$ cat src/rtl/rsel_pkt_fifo_pkg.sv
// Shared packet layout for the RSel output stage and its neighbours.
// Field widths, the 94-bit packed packet struct and the total width live here.
package rsel_pkt_fifo_pkg;

    localparam int NODE_W    = 16;
    localparam int GEN_W     = 12;
    localparam int OPR_W     = 32;
    localparam int MEM_WEN_W = 2;
    localparam int PKT_W     = NODE_W + GEN_W + OPR_W + OPR_W + MEM_WEN_W;

    // Node is the most significant field of the packed entry.
    typedef struct packed {
        logic [NODE_W-1:0]    node;
        logic [GEN_W-1:0]     gen;
        logic [OPR_W-1:0]     opr0;
        logic [OPR_W-1:0]     opr1;
        logic [MEM_WEN_W-1:0] mem_wen;
    } rsel_pkt_t;

endpackage

$ cat src/rtl/rsel_pkt_fifo.sv
// First-word fall-through packet FIFO between RSel and its consumer.
// Full-FIFO pushes are refused even when a pop happens in the same cycle.
module rsel_pkt_fifo
    import rsel_pkt_fifo_pkg::*;
#(
    parameter int DEPTH = 4
) (
    input  logic                         clk_i_rpf,
    input  logic                         rst_i_rpf,
    input  logic                         valid_i_rpf,
    output logic                         ready_o_rpf,
    input  logic [NODE_W-1:0]            node_i_rpf,
    input  logic [GEN_W-1:0]             gen_i_rpf,
    input  logic [OPR_W-1:0]             opr0_i_rpf,
    input  logic [OPR_W-1:0]             opr1_i_rpf,
    input  logic [MEM_WEN_W-1:0]         mem_wen_i_rpf,
    output logic                         valid_o_rpf,
    input  logic                         ready_i_rpf,
    output logic [NODE_W-1:0]            node_o_rpf,
    output logic [GEN_W-1:0]             gen_o_rpf,
    output logic [OPR_W-1:0]             opr0_o_rpf,
    output logic [OPR_W-1:0]             opr1_o_rpf,
    output logic [MEM_WEN_W-1:0]         mem_wen_o_rpf,
    output logic [$clog2(DEPTH):0]       count_o_rpf
);

    localparam int PW = $clog2(DEPTH);
    localparam int CW = PW + 1;
    localparam logic [CW-1:0] COUNT_FULL = CW'(DEPTH);
    localparam logic [CW-1:0] COUNT_ONE  = CW'(1);
    localparam logic [PW-1:0] PTR_LAST   = PW'(DEPTH - 1);
    localparam logic [PW-1:0] PTR_ONE    = PW'(1);

    rsel_pkt_t       mem_r [DEPTH];
    logic [PW-1:0]   wr_ptr_r;
    logic [PW-1:0]   rd_ptr_r;
    logic [CW-1:0]   count_r;

    logic [PW-1:0]   wr_ptr_nxt_s;
    logic [PW-1:0]   rd_ptr_nxt_s;
    logic [CW-1:0]   count_nxt_s;
    logic            push_s;
    logic            pop_s;
    rsel_pkt_t       pkt_in_s;
    rsel_pkt_t       head_s;

    // Handshake flags come only from the registered count, so ready never sees ready_i.
    assign ready_o_rpf = (count_r < COUNT_FULL);
    assign valid_o_rpf = (count_r != {CW{1'b0}});
    assign push_s      = valid_i_rpf & ready_o_rpf;
    assign pop_s       = valid_o_rpf & ready_i_rpf;

    assign pkt_in_s = '{node:    node_i_rpf,
                        gen:     gen_i_rpf,
                        opr0:    opr0_i_rpf,
                        opr1:    opr1_i_rpf,
                        mem_wen: mem_wen_i_rpf};

    assign head_s        = mem_r[rd_ptr_r];
    assign node_o_rpf    = head_s.node;
    assign gen_o_rpf     = head_s.gen;
    assign opr0_o_rpf    = head_s.opr0;
    assign opr1_o_rpf    = head_s.opr1;
    assign mem_wen_o_rpf = head_s.mem_wen;
    assign count_o_rpf   = count_r;

    // Next pointer and occupancy values, wrapping pointers at DEPTH-1.
    always_comb begin
        wr_ptr_nxt_s = wr_ptr_r;
        rd_ptr_nxt_s = rd_ptr_r;
        count_nxt_s  = count_r;
        if (push_s) begin
            if (wr_ptr_r == PTR_LAST) begin
                wr_ptr_nxt_s = {PW{1'b0}};
            end else begin
                wr_ptr_nxt_s = wr_ptr_r + PTR_ONE;
            end
        end else begin
            wr_ptr_nxt_s = wr_ptr_r;
        end
        if (pop_s) begin
            if (rd_ptr_r == PTR_LAST) begin
                rd_ptr_nxt_s = {PW{1'b0}};
            end else begin
                rd_ptr_nxt_s = rd_ptr_r + PTR_ONE;
            end
        end else begin
            rd_ptr_nxt_s = rd_ptr_r;
        end
        case ({push_s, pop_s})
            2'b10:   count_nxt_s = count_r + COUNT_ONE;
            2'b01:   count_nxt_s = count_r - COUNT_ONE;
            default: count_nxt_s = count_r;
        endcase
    end

    // Pointer and occupancy registers; reset discards any held packets at once.
    always_ff @(posedge clk_i_rpf or posedge rst_i_rpf) begin
        if (rst_i_rpf) begin
            wr_ptr_r <= {PW{1'b0}};
            rd_ptr_r <= {PW{1'b0}};
            count_r  <= {CW{1'b0}};
        end else begin
            wr_ptr_r <= wr_ptr_nxt_s;
            rd_ptr_r <= rd_ptr_nxt_s;
            count_r  <= count_nxt_s;
        end
    end

    // Packet storage is deliberately left out of reset.
    always_ff @(posedge clk_i_rpf) begin
        if (push_s) begin
            mem_r[wr_ptr_r] <= pkt_in_s;
        end
    end

endmodule
$ cat config.mk
export PLATFORM = sky130hd
export DESIGN_NAME = rsel_pkt_fifo
export DESIGN_NICKNAME = d
export VERILOG_FILES = /design/src/rtl/rsel_pkt_fifo_pkg.sv /design/src/rtl/rsel_pkt_fifo.sv
export SDC_FILE = /design/constraint.sdc
export NUM_CORES = 1
export LEC_CHECK = 0
export CAP_MARGIN = 40
export CORE_AREA = 5 5 225 140
export DETAILED_ROUTE_END_ITERATION = 16
export DIE_AREA = 0 0 230 145
export GPL_TIMING_DRIVEN = 0
export PLACE_DENSITY = 0.75
export SYNTH_ARGS = -nofsm -noshare
export SYNTH_HDL_FRONTEND = slang
export SYNTH_SLANG_ARGS = --single-unit
export TNS_END_PERCENT = 20
$ cat constraint.sdc
create_clock -name clk_i_rpf -period 3.1 [get_ports clk_i_rpf]
set_input_delay 0.62 -clock clk_i_rpf [delete_from_list [all_inputs] [get_ports clk_i_rpf]]
set_output_delay 0.62 -clock clk_i_rpf [all_outputs]
set_load 0.005 [all_outputs]
==> summary.txt <==
Synthesis
  – Yosys top cell area share: about four fifths
  – Avg Cell Area, Syn: 26.19 um2
  – Top cells by count, synth: edfxtp_1 (376), mux4_2 (94), inv_1 (9), buf_2 (8), dfrtp_1 (7)
  – Register bit total from synthesis: 383
  – Synth Net Count: 641
  – Async set-reset flop share out of synthesis: 1.828%
  – Ranking of synthesized cells by area: edfxtp_1 (80%), mux4_2 (15%), dfrtp_1 (1.2%), buf_12 (0.57%), ha_1 (0.53%)
  – Cell Area, Synth: 14,040 um2
  – Most common cell in the netlist: edfxtp_1
  – Area leader, netlist: edfxtp_1
  – Sequential element share of the synthesized area: 81.69%
  – EDFF count, synth: ~380
  – Main synth FF type: edfxtp_1
  – Cells after synthesis: 536
  – Synth Warn #: 0
  – Yosys cell types: 21

Placed design
  – GPL Wtd Cong: just over 0.7
  – Port Buffer Count: between 150 and 200
  – DP Worst Slack: a little under 100 ps
  – DPL Wire Length: ~17,000 um
  – Placed Cells incl. Taps: about 1.1k

STA
  – RSZ-0062 raised after global routing: true
  – Setup ws final: roughly 77 ps
  – Headroom to the max-slew limit: 48.72%
  – Final period util: 97.53%
  – Fin. max-slew vios: 0
  – Skew final: ~14 ps
  – Worst slew pin tran: slightly below 800 ps
  – Max Clock Freq: between 300 and 400 MHz
  – Hold Violations, Final: 0
  – Final setup vio count: 0
  – Fin crit period: about 3000 ps

Final layout
  – Synth-to-layout area growth: 26.86%
  – Layout Nets: 880
  – Core Util, Final: ~61%
  – Layout cells sized above 1: a little over a fifth
  – Ant diodes: 0
  – Cell Count, Final, Fillers Out: 1,180
  – Layout fillers: 1,988

Global route
  – Largest net degree at the start of global routing: between 40 and 50
  – Total grt overflow: 0
  – Gr usage total: ~17%
  – Global-route wire length before repair: between 40,000 and 50,000 um
  – Vias in the first global route: 7,134
  – Initial antenna violation count: 1

Critical path
  – Cell mode on critical path: buf_12
  – Crit path cell chain: buf_6, buf_12, buf_12, mux4_2, clkdlybuf4s50_1
  – Delay-heaviest family, CP: buffers and inverters
  – Maximum fanout along the worst path: 10
  – Crit end category: primary output
  – Critical path launch point type: register
  – Slowest library cell on the worst path: mux4_2
  – CP required: 2480 ps
  – Crit path DAT: around 2400 ps
  – Crit Path Category: register to primary output
  – Slowest stage delay, CP: roughly 530 ps
  – WP buf/inv: 4

Die
  – CORE AREA: about 30,000 um2
  – Initial Util: 47.90%
  – Die ar.: about 33,000 um2
  – Die height: around 150 um
  – Row cnt: 49
  – I/O pin count: a little under 200
  – Die Wd: 230 um

Power
  – Pwr Density: just over 900 nW/um2
  – Maximum vdd ir drop: 0.4337 mV
  – Leakage power total: roughly 5.8 nW

Detailed routing
  – Drt drc: 0
  – Via density per instance: 5.404
  – DRT Pass-1 Iters: 6
  – ANT nets after route: 0
  – Vias after detailed routing: around 6.4k
  – Avg WL per Cell: ~23 um
  – Post-Route WL: 27,520 um
  – DRT iter0 DRCs: around 450

CTS
  – Clock-pin slew on the worst setup and hold paths: about 60 ps
  – Clock tree root driver cell: clkbuf_16
  – CTS tree: yes
  – Clock Path Buffers: 3
  – Clock sinks: ~380
  – # hold bufs at CTS: 0
  – H-tree depth: 2
  – Latest clock arrival within the worst-skew pair: a little over 500 ps
  – TritonCTS Buffers: 35

Hold path
  – Hold crit path type: input pin to asynchronous set/reset pin

Run status
  – Status: completed

Run
  – Max Cap Violations: 0
==> cells by family after synthesis <==
kind of cell    after synthesis  synth area share [%]
compound gates                2               0.07132
fa+ha+maj                     7                0.6775
xor+xnor                      3                0.1872
mux                          97                 15.31
simple gates                 12                0.4279
buf+inv                      32                 1.631
flops                       383                 81.69
==> where the power goes <==
group,switching [mW],internal (mW)
logic,2.16,3.01
clock network,1.79,2.51
registers,0.170,6.47
==> metal layers <==
layer / GRT usage (%) / vias up / part of all wire, %
met4: 3.374 / 2 / 1.6
met3: 4.823 / 41 / 6.9
met5: 0 / - / 0.047
li1: - / 2770 / -
met2: 27.10 / 204 / 49
met1: 22.98 / 3360 / 42
==> timing repair <==
item / in CTS / in global routing
setup buffers: 2 / 0
resized for setup: 12 / 10
gates cloned: 0 / 0
endpoints found under the setup margin: 79 / 18
==> metrics by stage <==
stage	instance area (um2)	TNS, ps	total power [mW]	hold WS, ps
2_1_floorplan	14040	-148920	9.333	423.4
6_report	17810	0	16.11	352.9
5_1_grt	17810	-16.74	16.89	381.3
3_3_place_gp	16480	-761760	11.77	506.9
4_1_cts	17780	0	16.35	341.2
3_5_place_dp	16600	0	11.92	520.0
==> final cells by class <==
type | instances | area, um2 | area share, %
Inverter | 9 | 33.78 | 0.1897
Buffer | 23 | 240.2 | 1.349
Tap cell | 382 | 478.0 | 2.684
Clock inverter | 15 | 178.9 | 1.005
Sequential cell | 383 | 11470 | 64.39
Clock buffer | 45 | 955.9 | 5.369
Timing Repair Buffer | 202 | 2102 | 11.81
Multi-Input combinational cell | 121 | 2351 | 13.20
==> sequential cells by signal, summed over array words and instances (netlist names) <==
name,count
count_o_rpf,3
mem_r,376
rd_ptr_r,2
wr_ptr_r,2
==> placed cells by master, fill, tap and decap left out <==
| master | n |
|---|---|
| dlymetal6s2s_1 | 6 |
| mux4_2 | 94 |
| buf_4 | 9 |
| clkbuf_2 | 3 |
| nor2b_1 | 1 |
| buf_12 | 5 |
| clkinv_4 | 2 |
| xnor2_1 | 2 |
| fa_1 | 1 |
| or3_1 | 1 |
| buf_16 | 4 |
| mux2_2 | 2 |
| edfxtp_1 | 376 |
| inv_1 | 9 |
| clkbuf_16 | 37 |
| mux2i_1 | 1 |
| ha_1 | 6 |
| clkdlybuf4s50_1 | 190 |
| o21ai_0 | 2 |
| bufinv_16 | 4 |
| clkbuf_1 | 9 |
| clkbuf_4 | 1 |
| dfrtp_1 | 7 |
| and2_4 | 4 |
| nor2_1 | 3 |
| clkinv_2 | 3 |
| nand2_1 | 3 |
| buf_6 | 5 |
| clkinv_1 | 5 |
| clkinvlp_4 | 1 |
| buf_2 | 1 |
| xor2_1 | 1 |
==> worst paths after layout <==
kind	slack, ps	depth (start not counted)	start	end
min in group clk_i_rpf	530	1	count_o_rpf[0]	count_o_rpf[0]
hold reg to reg	530	1	count_o_rpf[0]	count_o_rpf[0]
max in group asynchronous	2510	2	rst_i_rpf	wr_ptr_r[1]
setup / recovery	80	5	rd_ptr_r[0]	gen_o_rpf[2]
hold / removal	350	2	rst_i_rpf	count_o_rpf[0]
setup reg to reg	800	4	count_o_rpf[2]	mem_r[3][41]
Power figures use the tool's default switching activity.
